$ cat config.mk
export PLATFORM = sky130hd
export DESIGN_NAME = risc_regfile_sb
export DESIGN_NICKNAME = d
export VERILOG_FILES = /design/src/rtl/risc_pkg.sv /design/src/rtl/risc_scoreboard.sv /design/src/rtl/risc_regfile_sb.sv
export SDC_FILE = /design/constraint.sdc
export NUM_CORES = 1
export LEC_CHECK = 0
export BUFFER_PORTS_ARGS = -buffer_cell sky130_fd_sc_hd__buf_2
export CAP_MARGIN = 25
export CORE_MARGIN = 4
export CORE_UTILIZATION = 60
export DETAILED_ROUTE_END_ITERATION = 8
export GPL_ROUTABILITY_DRIVEN = 1
export HOLD_SLACK_MARGIN = 0.12
export PLACE_DENSITY_LB_ADDON = 0.25
export SYNTH_ARGS = -nofsm -noshare
export SYNTH_HDL_FRONTEND = slang
export SYNTH_SLANG_ARGS = --single-unit
$ cat constraint.sdc
create_clock -name clk -period 3.9 [get_ports clk]
set_input_delay 0.78 -clock clk [delete_from_list [all_inputs] [get_ports clk]]
set_output_delay 0.78 -clock clk [all_outputs]
set_load 0.01 [all_outputs]
$ cat src/rtl/risc_pkg.sv
// Shared defaults, address-width helper and reset value for the RISC register file.
// Latency: none (constants and pure functions only).
// Backpressure: not applicable.
package risc_pkg;

  localparam int          DEF_DATA_W   = 8;
  localparam int          DEF_NUM_REGS = 8;
  localparam logic [63:0] REG_RST_VAL  = 64'h0;

  // Address width for a given register count; never narrower than one bit.
  function automatic int addr_w(input int nregs);
    return (nregs < 2) ? 1 : $clog2(nregs);
  endfunction

  // True when an address names a real, writable register.
  // Out-of-range slots (non power-of-2 counts) and a hard-wired r0 are excluded.
  function automatic logic reg_valid(input int unsigned a, input int unsigned nregs,
                                     input logic zero_reg);
    return (a < nregs) && !(zero_reg && (a == 0));
  endfunction

endpackage

$ cat src/rtl/risc_scoreboard.sv
// Pending-load scoreboard: one bit per register, popcount, duplicate-issue pulse, hazard flags.
// Latency: set/clear at the next edge; hazard is combinational and drops in the writeback cycle.
// Backpressure: none; hazards are advisory to the issue stage, which must stall on them.
module risc_scoreboard
  import risc_pkg::*;
#(
  parameter int NUM_REGS = DEF_NUM_REGS,
  parameter int ADDR_W   = addr_w(NUM_REGS),
  parameter bit ZERO_REG = 1'b0
) (
  input  logic              clk,
  input  logic              rst,
  input  logic              load_issue,
  input  logic [ADDR_W-1:0] load_dst,
  input  logic              ld_wb_vld,
  input  logic [ADDR_W-1:0] ld_wb_dst,
  input  logic [ADDR_W-1:0] opnda_addr,
  input  logic [ADDR_W-1:0] opndb_addr,
  output logic              hazard_a,
  output logic              hazard_b,
  output logic [ADDR_W:0]   pend_cnt,
  output logic              dup_issue
);

  logic [NUM_REGS-1:0] pend_q, pend_d;
  logic [ADDR_W:0]     cnt_d;
  logic                issue_ok, wb_ok, dup_d;

  // Pending bit for an address; slots beyond NUM_REGS read as not pending.
  function automatic logic pend_at(input logic [NUM_REGS-1:0] v, input logic [ADDR_W-1:0] a);
    logic h;
    h = 1'b0;
    for (int r = 0; r < NUM_REGS; r++) begin
      if (a == r[ADDR_W-1:0]) h = v[r];
    end
    return h;
  endfunction

  // Next pending vector: clear on writeback, then set on issue so a same-register issue wins.
  always_comb begin
    issue_ok = load_issue && reg_valid(32'(load_dst), NUM_REGS, ZERO_REG);
    wb_ok    = ld_wb_vld && reg_valid(32'(ld_wb_dst), NUM_REGS, ZERO_REG);
    pend_d   = pend_q;
    dup_d    = 1'b0;
    cnt_d    = '0;
    for (int r = 0; r < NUM_REGS; r++) begin
      if (wb_ok && (ld_wb_dst == r[ADDR_W-1:0])) pend_d[r] = 1'b0;
      if (issue_ok && (load_dst == r[ADDR_W-1:0])) begin
        dup_d     = pend_q[r];
        pend_d[r] = 1'b1;
      end
    end
    for (int r = 0; r < NUM_REGS; r++) begin
      cnt_d = cnt_d + {{ADDR_W{1'b0}}, pend_d[r]};
    end
  end

  // Operand hazards; a writeback to the same register in this cycle resolves it immediately.
  always_comb begin
    hazard_a = pend_at(pend_q, opnda_addr) & ~(ld_wb_vld && (ld_wb_dst == opnda_addr));
    hazard_b = pend_at(pend_q, opndb_addr) & ~(ld_wb_vld && (ld_wb_dst == opndb_addr));
  end

  // Scoreboard state, count and duplicate pulse all move on the same edge.
  always_ff @(posedge clk or posedge rst) begin
    if (rst) begin
      pend_q    <= '0;
      pend_cnt  <= '0;
      dup_issue <= 1'b0;
    end else begin
      pend_q    <= pend_d;
      pend_cnt  <= cnt_d;
      dup_issue <= dup_d;
    end
  end

endmodule

$ cat src/rtl/risc_regfile_sb.sv
// Register file with ALU and load write ports, bypassed read ports and pending-load scoreboard.
// Latency: reads 0 cycles (bypassed), writes stored at the next edge, pulses one cycle after cause.
// Backpressure: none; the issue stage stalls on hazard_a/hazard_b.
module risc_regfile_sb
  import risc_pkg::*;
#(
  parameter int DATA_W   = DEF_DATA_W,
  parameter int NUM_REGS = DEF_NUM_REGS,
  parameter int ADDR_W   = addr_w(NUM_REGS),
  parameter bit ZERO_REG = 1'b0
) (
  input  logic              clk,
  input  logic              rst,
  input  logic [ADDR_W-1:0] opnda_addr,
  input  logic [ADDR_W-1:0] opndb_addr,
  output logic [DATA_W-1:0] oprnd_a,
  output logic [DATA_W-1:0] oprnd_b,
  output logic              hazard_a,
  output logic              hazard_b,
  input  logic              reg_wr_vld,
  input  logic [ADDR_W-1:0] dst,
  input  logic [DATA_W-1:0] rslt,
  input  logic              load_issue,
  input  logic [ADDR_W-1:0] load_dst,
  input  logic              ld_wb_vld,
  input  logic [ADDR_W-1:0] ld_wb_dst,
  input  logic [DATA_W-1:0] dmdataout,
  output logic [ADDR_W:0]   pend_cnt,
  output logic              wr_conflict,
  output logic              dup_issue
);

  logic [DATA_W-1:0] mem_q [NUM_REGS];
  logic              wb_ok, alu_ok, conflict_d;

  // Read one port: invalid slots give zero, then load bypass, then ALU bypass, then storage.
  function automatic logic [DATA_W-1:0] rd_port(input logic [ADDR_W-1:0] a);
    logic [DATA_W-1:0] v;
    v = '0;
    if (reg_valid(32'(a), NUM_REGS, ZERO_REG)) begin
      if (ld_wb_vld && (ld_wb_dst == a)) begin
        v = dmdataout;
      end else if (reg_wr_vld && (dst == a)) begin
        v = rslt;
      end else begin
        for (int r = 0; r < NUM_REGS; r++) begin
          if (a == r[ADDR_W-1:0]) v = mem_q[r];
        end
      end
    end
    return v;
  endfunction

  // Write qualification; a colliding ALU write loses to the load and is reported.
  always_comb begin
    wb_ok      = ld_wb_vld && reg_valid(32'(ld_wb_dst), NUM_REGS, ZERO_REG);
    alu_ok     = reg_wr_vld && reg_valid(32'(dst), NUM_REGS, ZERO_REG);
    conflict_d = wb_ok && alu_ok && (dst == ld_wb_dst);
  end

  // Bypassed combinational read ports.
  always_comb begin
    oprnd_a = rd_port(opnda_addr);
    oprnd_b = rd_port(opndb_addr);
  end

  // Register storage; load data has priority over ALU data on the same register.
  always_ff @(posedge clk or posedge rst) begin
    if (rst) begin
      for (int r = 0; r < NUM_REGS; r++) mem_q[r] <= REG_RST_VAL[DATA_W-1:0];
    end else begin
      for (int r = 0; r < NUM_REGS; r++) begin
        if (wb_ok && (ld_wb_dst == r[ADDR_W-1:0])) begin
          mem_q[r] <= dmdataout;
        end else if (alu_ok && (dst == r[ADDR_W-1:0])) begin
          mem_q[r] <= rslt;
        end
      end
    end
  end

  // One-cycle pulse after a same-register ALU/load collision.
  always_ff @(posedge clk or posedge rst) begin
    if (rst) wr_conflict <= 1'b0;
    else     wr_conflict <= conflict_d;
  end

  risc_scoreboard #(
    .NUM_REGS (NUM_REGS),
    .ADDR_W   (ADDR_W),
    .ZERO_REG (ZERO_REG)
  ) u_sb (
    .clk        (clk),
    .rst        (rst),
    .load_issue (load_issue),
    .load_dst   (load_dst),
    .ld_wb_vld  (ld_wb_vld),
    .ld_wb_dst  (ld_wb_dst),
    .opnda_addr (opnda_addr),
    .opndb_addr (opndb_addr),
    .hazard_a   (hazard_a),
    .hazard_b   (hazard_b),
    .pend_cnt   (pend_cnt),
    .dup_issue  (dup_issue)
  );

endmodule

Yosys cells after proc, flatten, opt, wreduce, memory -nomap -nowiden
Cells that the tools add are included.

cells by class
  $add $sub $neg = 7
  $mul = 0
  divide/modulo/power cells = 0
  magnitude comparators = 0
  equal/unequal tests = 40
  shifts and indexed selects = 0
  muxes and demuxes = 76
  bitwise operators = 4
  reduce and logical (&&, ||, !) cells = 43

operators with widths
  cell                                                  count
  2-to-1 mux 8 bit                                      36
  equality test 3 bit (second input constant)           20
  2-to-1 mux 1 bit                                      40
  equality test 3 x 2 -> 1 bit (second input constant)  10
  logical AND 1 bit                                     30
  adder 4 x 1 -> 4 bit                                  6
  nonzero test 2 bit                                    8
  equality test 3 x 1 -> 1 bit (second input constant)  5
  equality test 3 bit                                   5
  zero test 3 bit                                       5
  adder 1 x 1 -> 2 bit                                  1
  AND 1 bit                                             2
  inverter 1 bit                                        2

word-level totals
  register bits after elaboration = 78
  latch bits = 0
  RAM bits = 0
  memory bits (read-only) = 0
  input port bits = 36
  output and inout bits = 24
  memories = 0

Logic depth before layout (Yosys ltp)
Gate-level depths: netlist (run 1).

  depth in word-level cells = 11
  mapped depth = 14

By module
Synthesis (run 1) repeated with hierarchy kept, for this count alone.

second synthesis, totals
  cells, all modules = 610
  area total of the unflattened synthesis = 5622.9 µm²

by module, submodules not included
  module           times used  cells each  area each (µm²)
  risc_regfile_sb  1           510         4660.7
  risc_scoreboard  1           100         962.2

Worst setup path before layout (run 1)
OpenSTA, ideal clock, no wires.

  path kind = input to register
  start = input port ld_wb_dst[2]
  end = register u_sb.pend_cnt[1]
  setup time = 0.064 ns
  arrival time = 4.190 ns
  path slack = -0.354 ns
  stages on the path = 14
  buffers on the path = 2
  cells stage by stage = buf_2 -> nand2b_1 -> nor3b_2 -> buf_2 -> o22ai_1 -> ha_1 -> inv_1 -> fa_1 -> fa_1 -> inv_1 -> fa_1 -> inv_1 -> fa_1 -> inv_1

between the ends
  longest elaborated chain between the ends = 11

RTL lines
  element                            line                   source
  start: declaration                 risc_regfile_sb.sv:26  input logic [ADDR_W-1:0] ld_wb_dst,
  equality test 3 x 1 -> 1 bit       risc_scoreboard.sv:47  if (wb_ok && (ld_wb_dst == r[ADDR_W-1:0])) pend_d[r] = 1'b0;
  logical AND 1 bit                  risc_scoreboard.sv:47
  2-to-1 mux 1 bit                   risc_scoreboard.sv:47
  2-to-1 mux 1 bit                   risc_scoreboard.sv:48  if (issue_ok && (load_dst == r[ADDR_W-1:0])) begin
  net u_sb.pend_d[1]                 risc_scoreboard.sv:25  logic [NUM_REGS-1:0] pend_q, pend_d;
  adder 1 x 1 -> 2 bit               risc_scoreboard.sv:54  cnt_d = cnt_d + {{ADDR_W{1'b0}}, pend_d[r]};
  adder 4 x 1 -> 4 bit (6 in a row)  risc_scoreboard.sv:54
  net u_sb.cnt_d[1]                  risc_scoreboard.sv:26  logic [ADDR_W:0] cnt_d;
  end signal: assignment             risc_scoreboard.sv:72  pend_cnt <= cnt_d;
  end: declaration                   risc_scoreboard.sv:21  output logic [ADDR_W:0] pend_cnt,

The timed path passes the listed nets, and every way through them passes these cells.
A chain may end at the register's enable or synchronous reset.

Worst setup path after layout (run 1)
  start = input port load_dst[2]
  end = register u_sb.pend_cnt[1]

between the ends
  longest elaborated chain between the ends = 10

RTL lines
  element                            line                   source
  start: declaration                 risc_regfile_sb.sv:24  input logic [ADDR_W-1:0] load_dst,
  zero test 3 bit                    risc_scoreboard.sv:48
  logical AND 1 bit                  risc_scoreboard.sv:48
  2-to-1 mux 1 bit                   risc_scoreboard.sv:48
  net u_sb.pend_d[0]                 risc_scoreboard.sv:25
  adder 1 x 1 -> 2 bit               risc_scoreboard.sv:54
  adder 4 x 1 -> 4 bit (6 in a row)  risc_scoreboard.sv:54
  net u_sb.cnt_d[1]                  risc_scoreboard.sv:26

The timed path passes the listed nets, and every way through them passes these cells.

==> metrics.txt, run 1 <==
share of synthesized registers carrying an async set or reset=1.00; Area Growth Syn to Fin=10.3%; Core Area=around 8800 um^2; register area=around 2000 um^2; via count=roughly 4400; final wirelength=around 15 mm; RSZ-0062 raised after global routing=false; Iter 0 DRT Violations=356; Tot Pwr=2710 uW; hpwl dp=a little over 10 mm; outcome=finished, final reports clean; min cycle time layout=approximately 3.4 ns; post-synthesis register bit count=78; I/O pin count=60; clock tree buffer depth=2; combinational family with the most area after synthesis=multiplexers; crit-path cells=buf_2 -> nand2b_1 -> o32ai_1 -> ha_1 -> inv_1 -> fa_1 -> fa_1 -> inv_1 -> fa_2 -> inv_2 -> fa_1 -> inv_1; critical path's top delay family=adder cells; combinational power share=0.365; Synth area leaders=dfrtp_1, mux2i_1, mux4_2; CTS Buf Count=9; H-tree Lvls=3; most common cell after layout, fill and taps aside=mux2i_1; CTS tree=yes; Slew Viols, Final=0; total congestion overflow=0; dpl cell area=roughly 5900 um^2; setup bufs post-CTS=0; Post-DRT Antenna Nets=0; Clock Skew=around 0.0090 ns; die width=about 100 um; Distinct cells, synth=between 40 and 50; clock root buffer=clkbuf_8; mux contribution to synthesized area=0.301; GRT Util Overall=0.292; max frequency=roughly 0.29 GHz; Mapped Area=approximately 5500 um^2; register area share after synthesis=0.353; Sw Share=0.343; Finished Cell Area=6100 um^2; initial core utilization=0.625; simple-gate portion of the synthesized area=0.125; maximum fanout along the worst path=4; Synth Instances=between 500 and 600; period utilization=0.871; Port-buffer cells=59; largest net degree at the start of global routing=slightly below 80; vias in the first global route=between 4000 and 5000; iteration count of the initial detailed-routing pass=5; pre-CTS setup slack=around 0.12 ns; GPL Wtd Cong=between 0.9 and 1; Hold Vio Cnt, Final=0; final setup fails=0; ratio of cells with drive above 1 in the final layout=0.254; max-cap viol count=0; HP Class=primary input to asynchronous set/reset pin; Pleak=about 0.0028 uW; Sequential Power Share=0.418; maximum VDD drop=about 0.28 mV; worst skew pair latency=~0.35 ns; synth warn=0; CP max-delay cell=fa_1; Main synth FF type=dfrtp_1; nets@finish=634; P_sw=roughly 930 uW; Post-synth EDFFs=0; CP Capture Type=flop; met3 usage=0.0764; CP bufs+invs=5; Synth Area in Adders=0.0213; CP Class=primary input to flop; hold buffers post-CTS=0; worst slew pin tran=approximately 0.86 ns; xor-xnor portion of the synthesized cell area=0.0253; startpoint class of the critical path=primary input; initial antenna violation count=1; Resized cells post-CTS=0; P_int=1780 uW; power density cells=444 nW/um^2; multi-input logic area=3250 um^2; Filler cells=around 700; WL/cell=21.7 um; Synth top area share=0.353; Synthesized Nets=595; final core occ=0.690; syn_area_per_cell=~10 um^2; area leader, netlist=dfrtp_1; Core Rows=34; Crit path required time=approximately 4.2 ns; vias per cell=6.32; antenna cells=0; Worst-path clk slew=around 0.080 ns; worst stage delay on the critical path=0.52 ns; met2 usage=0.470; most frequent cells in the layout=mux2i_1, dfrtp_1, nand2_1; Synth Area in Compound Gates=0.109; global-route wire length before repair=approximately 25 mm; crit path DAT=~3.7 ns; setup ws final=0.503 ns; Slew Limit Headroom=0.427; DRC=0; Clk pwr share=0.216; grt peak-use layer=met2; die area=roughly 11000 um^2; Sinks on Clock Net=between 70 and 80; Die H=104 um; setup TNS=0 ns; GR Layer Usage met1=0.382
cell usage after synthesis, drive strengths merged, types with 2 or more instances:
cell type / number
nand4: 4
xor2: 6
mux4: 35
fa: 4
nand4b: 6
a21o: 2
nand2: 69
o22ai: 3
o2111ai: 2
o21ai: 61
mux2i: 83
nand3: 4
mux2: 4
nor2b: 2
inv: 19
ha: 3
nor2: 38
clkbuf: 22
xnor2: 10
a21oi: 35
nor3b: 4
buf: 34
dfrtp: 78
o21a: 2
nor3: 8
nand2b: 6
final timing paths:
| path | end | depth (start not counted) | startpoint | slack (ns) |
|---|---|---|---|---|
| setup reg to reg | u_sb.pend_cnt[1]$_DFF_PP0_ | 11 | u_sb.pend_q[1]$_DFF_PP0_ | 0.90 |
| max in group asynchronous | mem_q[30]$_DFFE_PP0P_ | 4 | rst | 2.95 |
| min in group clk | mem_q[49]$_DFFE_PP0P_ | 2 | mem_q[49]$_DFFE_PP0P_ | 0.58 |
| hold reg to reg | mem_q[49]$_DFFE_PP0P_ | 2 | mem_q[49]$_DFFE_PP0P_ | 0.58 |
| setup / recovery | u_sb.pend_cnt[1]$_DFF_PP0_ | 12 | load_dst[2] | 0.50 |
| hold / removal | wr_conflict$_DFF_PP0_ | 3 | rst | 0.37 |
worst register-to-register path: cells and delay by family (launching register included):
family	cells	cell delay [ns]
buf+inv	5	0.31
flops	1	0.42
compound gates	1	0.22
fa+ha+maj	5	1.98
power groups by stage:
stage | Sequential (uW) | Combinational (uW) | Clock [uW]
final | 1130 | 991 | 587
after global placement | 1140 | 948 | 0
after CTS | 1130 | 997 | 591
after floorplan | 1110 | 736 | 0
after detailed placement | 1140 | 991 | 0
after global routing | 1160 | 1110 | 637
state kept, by name, indices dropped and copies added, names as in the netlist:
signal / flops
mem_q: 64
u_sb.dup_issue: 1
u_sb.pend_cnt: 4
u_sb.pend_q: 8
wr_conflict: 1
metrics by stage:
stage	hold WS, ns	cells
2_1_floorplan	0.525	552
3_3_place_gp	0.548	687
3_5_place_dp	0.557	687
4_1_cts	0.578	701
5_1_grt	0.355	702
6_report	0.366	702
layout make-up:
class / count / share of cell area
Sequential cell: 78 / 0.320
Timing Repair Buffer: 84 / 0.0845
Clock buffer: 9 / 0.0203
Clock inverter: 5 / 0.00861
Tap cell: 108 / 0.0221
Multi-Input combinational cell: 399 / 0.533
Inverter: 19 / 0.0117
cell families (layout without fill, tap and decap cells):
logic type	Yosys count	count (layout)
mux	122	122
buf+inv	75	117
compound gates	111	111
fa+ha+maj	7	7
xor+xnor	16	16
flops	78	78
simple gates	143	143
routing by layer:
metal / vias up / share of wire
li1: 2038 / -
met1: 2145 / 0.40
met2: 208 / 0.48
met3: 41 / 0.094
met4: 2 / 0.027
met5: - / 0.00046
Power figures use the tool's default switching activity.
==> run 2, diff against run 1 <==
--- a/config.mk
+++ b/config.mk
@@ -12,6 +12,7 @@
 export DETAILED_ROUTE_END_ITERATION = 8
 export GPL_ROUTABILITY_DRIVEN = 1
 export HOLD_SLACK_MARGIN = 0.12
+export MAX_ROUTING_LAYER = met4
 export PLACE_DENSITY_LB_ADDON = 0.25
 export SYNTH_ARGS = -nofsm -noshare
 export SYNTH_HDL_FRONTEND = slang
==> run 2 against run 1 <==
Against the previous run:
- global-route usage up 0.76 points
- clock skew fell by 0.0048 ns
- combinational power decreased by 0.8%
- register-to-register slack better by 0.02 ns
- sequential power about the same
- core utilization down 0.20 points
- clock power increased by 8.5%
- critical endpoint unchanged
- highest routed layer is now met4
==> metrics.txt, run 2 (same netlist as run 1, synthesis figures left out) <==
Post-DRT Antenna Nets=0 (unchanged); initial core utilization=0.625 (unchanged); largest net degree at the start of global routing=33 (-58%); HP Class=primary input to asynchronous set/reset pin; CP Capture Type=flop; maximum VDD drop=0.319 mV (+13%); WL/cell=21.9 um (+0.93%); CP Class=primary input to flop; power density cells=453 nW/um^2 (+2.0%); vias per cell=6.34 (+0.42%); hpwl dp=10.3 mm (+0.91%); Slew Limit Headroom=0.410 (-0.0171); outcome=finished, final reports clean; CTS Buf Count=9 (unchanged); GPL Wtd Cong=0.969 (+1.7%); antenna cells=0 (unchanged); critical path's top delay family=adder cells; die area=10800 um^2 (unchanged); Area Growth Syn to Fin=9.97%; GRT Util Overall=0.300 (+0.00758); Hold Worst Slack=0.417 ns (+0.0505 ns); final core occ=0.688 (-0.00198); final setup fails=0 (unchanged); CP max-delay cell=fa_1; Core Area=8850 um^2 (unchanged); Tot Pwr=2760 uW (+1.7%); startpoint class of the critical path=primary input; setup bufs post-CTS=0 (unchanged); DRC=0 (unchanged); Sinks on Clock Net=78 (unchanged); I/O pin count=60 (unchanged); most frequent cells in the layout=mux2i_1, dfrtp_1, nand2_1; max-cap viol count=0 (unchanged); final wirelength=15.4 mm (+1.1%); worst stage delay on the critical path=0.50 ns (-0.02 ns); initial antenna violation count=0 (-1); die width=104 um (unchanged); worst slew pin tran=0.881 ns (+0.0235 ns); min cycle time layout=3.36 ns (-0.0419 ns); most common cell after layout, fill and taps aside=mux2i_1; worst skew pair latency=0.37 ns (+0.02 ns); via count=4459 (+0.56%); Crit path required time=4.21 ns (+0.02 ns); hold buffers post-CTS=0 (unchanged); crit path DAT=3.67 ns (-0.02 ns); CP bufs+invs=5 (unchanged); Core Rows=34 (unchanged); global-route wire length before repair=24.3 mm (-1.2%); H-tree Lvls=3 (unchanged); Clock Skew=0.00425 ns (-0.00480 ns); vias in the first global route=4510 (-0.57%); maximum fanout along the worst path=4 (unchanged); Hold Vio Cnt, Final=0 (unchanged); max frequency=0.298 GHz (+1.2%); CTS tree=yes; dpl cell area=5890 um^2 (-0.21%); Reg with most FFs=mem_q; number of flip-flops in the largest register=64 (unchanged); clock root buffer=clkbuf_8; RSZ-0062 raised after global routing=false; biggest regs=mem_q: 64 flops, u_sb.pend_q: 8 flops, u_sb.pend_cnt: 4 flops; Iter 0 DRT Violations=367 (+3.1%); clock tree buffer depth=2 (unchanged); period utilization=0.860 (-0.0108); Resized cells post-CTS=0 (unchanged); crit-path cells=buf_2 -> nand2b_1 -> o32ai_1 -> ha_1 -> inv_1 -> fa_1 -> fa_1 -> inv_1 -> fa_2 -> inv_2 -> fa_1 -> inv_1; Die H=104 um (unchanged); nets@finish=633 (-0.16%); Pleak=0.00274 uW (-0.54%); iteration count of the initial detailed-routing pass=5 (unchanged); Slew Viols, Final=0 (unchanged); ratio of cells with drive above 1 in the final layout=0.254 (-0.000427); Port-buffer cells=59 (unchanged); setup TNS=0 ns (unchanged); Finished Cell Area=6080 um^2 (-0.29%); Worst-path clk slew=0.09 ns (about the same); total congestion overflow=0 (unchanged)
[run 2: cell count changes in the layout (fill, tap and decap cells not counted), sizes merged]
cell      previous run  this run
buf                 84        83
clkbuf               9        10
clkinv               3         2
clkinvlp             1         2
inv                 19        20
[run 2: worst paths after layout]
| kind | start | endpoint | slack [ns] | depth (start not counted) |
|---|---|---|---|---|
| worst max register to register | u_sb.pend_q[1]$_DFF_PP0_ | u_sb.pend_cnt[1]$_DFF_PP0_ | 0.92 | 11 |
| worst max-delay path | load_dst[2] | u_sb.pend_cnt[1]$_DFF_PP0_ | 0.54 | 12 |
| max in group asynchronous | rst | mem_q[58]$_DFFE_PP0P_ | 2.66 | 3 |
| worst min-delay path | rst | wr_conflict$_DFF_PP0_ | 0.42 | 2 |
| worst min register to register | mem_q[43]$_DFFE_PP0P_ | mem_q[43]$_DFFE_PP0P_ | 0.59 | 2 |
| min in group clk | mem_q[43]$_DFFE_PP0P_ | mem_q[43]$_DFFE_PP0P_ | 0.59 | 2 |
[run 2: final cells by class]
class / instances / area [um^2]
flip-flops and latches: 78 / 1950
inverters: 19 / 71.3
clock buffers: 10 / 128
clock inverters: 6 / 71.3
fillers: 679 / 2760
well taps: 108 / 135
multi-input cells: 399 / 3250
repair buffers: 83 / 475
[run 2: per-stage QoR]
stage / std cells / setup slack (ns)
after floorplan: 552 / 0.0603
after global placement: 687 / 0.228
after detailed placement: 687 / 0.140
after CTS: 703 / 0.559
after global routing: 703 / 0.402
final: 703 / 0.545
[run 2: per-layer routing]
layer,wire length (um),GRT usage,vias up,part of all wire
li1,-,-,2041,-
met4,495,0.119,0,0.032
met3,1380,0.0633,49,0.090
met2,7450,0.469,225,0.48
met5,0,-,-,0
met1,6040,0.386,2144,0.39
[run 2: power breakdown]
group | total, uW | switching, uW | internal (uW) | leakage (uW)
registers | 1140 | 142 | 996 | 0.000922
clock network | 637 | 336 | 300 | 0.0000931
logic | 983 | 488 | 495 | 0.00173
==> run 3, diff against run 2 <==
--- a/config.mk
+++ b/config.mk
@@ -13,7 +13,7 @@
 export GPL_ROUTABILITY_DRIVEN = 1
 export HOLD_SLACK_MARGIN = 0.12
 export MAX_ROUTING_LAYER = met4
-export PLACE_DENSITY_LB_ADDON = 0.25
+export PLACE_DENSITY = 0.81
 export SYNTH_ARGS = -nofsm -noshare
 export SYNTH_HDL_FRONTEND = slang
 export SYNTH_SLANG_ARGS = --single-unit
==> run 3 against run 2 <==
Against the previous run:
- global-route usage shrank 0.31 points
- total power is essentially flat
- non-clock buffer count shrank 2
- maximum frequency shrank 3.5%
- critical path type unchanged
- largest power group unchanged
==> metrics.txt, run 3 (same netlist as run 1, synthesis figures left out) <==
die width=104 um (unchanged); outcome=finished, final reports clean; Core Area=8850 um^2 (unchanged); Sw Share=0.344 (-0.00639); Post-DRT Antenna Nets=0 (unchanged); I/O pin count=60 (unchanged); most frequent cells in the layout=mux2i_1, dfrtp_1, nand2_1; Finished Cell Area=6090 um^2 (about the same); FF-to-FF setup slack=0.88 ns (-0.04 ns); Clock Skew=0.00170 ns (-0.00255 ns); hold buffers post-CTS=0 (unchanged); die area=10800 um^2 (unchanged); Sequential Power Share=0.412 (about the same); max frequency=0.288 GHz (-3.5%); Area Growth Syn to Fin=10.1% (about the same); dpl cell area=5890 um^2 (about the same); DRC=0 (unchanged); maximum VDD drop=0.295 mV (-7.3%); final wirelength=15.2 mm (-1.3%); Resized cells post-CTS=0 (unchanged); final setup fails=0 (unchanged); Sinks on Clock Net=78 (unchanged); Crit path required time=4.20 ns (about the same); GPL Wtd Cong=1.02 (+5.0%); vias in the first global route=4677 (+3.7%); power density cells=453 nW/um^2 (about the same); maximum fanout along the worst path=4 (unchanged); CP Capture Type=flop; Core Rows=34 (unchanged); global-route wire length before repair=24.6 mm (+1.1%); hpwl dp=10.1 mm (-2.1%); clock root buffer=clkbuf_8; initial core utilization=0.625 (unchanged); combinational power share=0.361 (+0.005); biggest regs=mem_q: 64 flops, u_sb.pend_q: 8 flops, u_sb.pend_cnt: 4 flops; number of flip-flops in the largest register=64 (unchanged); Filler cells=684 (+0.74%); Port-buffer cells=59 (unchanged); CP Class=primary input to flop; RSZ-0062 raised after global routing=false; P_int=1810 uW (+1.1%); setup TNS=0 ns (unchanged); H-tree Lvls=3 (unchanged); nets@finish=631 (-0.32%); startpoint class of the critical path=primary input; P_sw=950 uW (-1.7%); max-cap viol count=0 (unchanged); WL/cell=21.6 um (-1.0%); setup ws final=0.422 ns (-0.123 ns); Hold Vio Cnt, Final=0 (unchanged); total congestion overflow=0 (unchanged); largest net degree at the start of global routing=45 (+36%); Slew Limit Headroom=0.407 (-0.00260); Pleak=0.00274 uW (about the same); Iter 0 DRT Violations=450 (+23%); initial antenna violation count=0 (unchanged); iteration count of the initial detailed-routing pass=5 (unchanged); Clk pwr share=0.226 (-0.005); clock tree buffer depth=2 (unchanged); crit path DAT=3.78 ns (+0.11 ns); pre-CTS setup slack=0.0874 ns (-0.0521 ns); Die H=104 um (unchanged); GRT Util Overall=0.297 (-0.00306); vias per cell=6.54 (+3.1%); Slew Viols, Final=0 (unchanged); CTS Buf Count=9 (unchanged); most common cell after layout, fill and taps aside=mux2i_1; Tot Pwr=2760 uW (about the same); worst skew pair latency=0.35 ns (-0.02 ns); Worst-path clk slew=0.08 ns (about the same); min cycle time layout=3.48 ns (+0.123 ns); Reg with most FFs=mem_q; period utilization=0.892 (+0.0314); ratio of cells with drive above 1 in the final layout=0.248 (-0.00589); HP Class=primary input to asynchronous set/reset pin; antenna cells=0 (unchanged); setup bufs post-CTS=0 (unchanged); via count=4582 (+2.8%); CTS tree=yes; worst slew pin tran=0.885 ns (+0.00387 ns)
-- run 3: per-stage QoR --
step / instances / hold WS [ns] / util
after floorplan: 552 / 0.525 / -
after global placement: 685 / 0.547 / 0.666
after detailed placement: 685 / 0.558 / 0.666
after CTS: 701 / 0.573 / 0.688
after global routing: 701 / 0.611 / 0.688
final: 701 / 0.550 / 0.688
-- run 3: final timing paths --
kind | from | endpoint | cells past startpoint
worst min-delay path | rst | u_sb.pend_q[1]$_DFF_PP0_ | 2
worst max register to register | u_sb.pend_q[0]$_DFF_PP0_ | u_sb.pend_cnt[1]$_DFF_PP0_ | 11
min in group clk | mem_q[29]$_DFFE_PP0P_ | mem_q[29]$_DFFE_PP0P_ | 2
max in group asynchronous | rst | mem_q[46]$_DFFE_PP0P_ | 3
worst max-delay path | load_dst[2] | u_sb.pend_cnt[1]$_DFF_PP0_ | 12
worst min register to register | mem_q[29]$_DFFE_PP0P_ | mem_q[29]$_DFFE_PP0P_ | 2
-- run 3: power groups by stage --
stage	Sequential [uW]	Combinational [uW]	Clock [uW]
finish	1140	997	625
global route	1160	1100	671
CTS	1130	1000	628
detailed placement	1150	996	0
global placement	1130	942	0
floorplan	1110	736	0
-- run 3: final cells by class --
class	count	area (um^2)	area share
clock buffer	12	145	0.0238
clock inverter	4	53.8	0.00884
inverter	19	71.3	0.0117
multi-input combinational	399	3250	0.533
sequential	78	1950	0.321
tap	108	135	0.0222
timing repair buffer	81	485	0.0797
-- run 3: worst max-delay path: stages --
cell and delay [ns]:
buf_2 0.12, nand2b_1 0.19, o32ai_1 0.40, ha_1 0.31, inv_1 0.09, fa_1 0.45, fa_1 0.51, inv_1 0.06
fa_2 0.34, inv_2 0.06, fa_1 0.41, inv_1 0.06
-- run 3: layer usage --
layer / routed length, um / track usage / share of wire
met1: 5720 / 0.374 / 0.38
met5: 0 / - / 0
met4: 601 / 0.141 / 0.040
met3: 1400 / 0.0503 / 0.092
met2: 7450 / 0.470 / 0.49
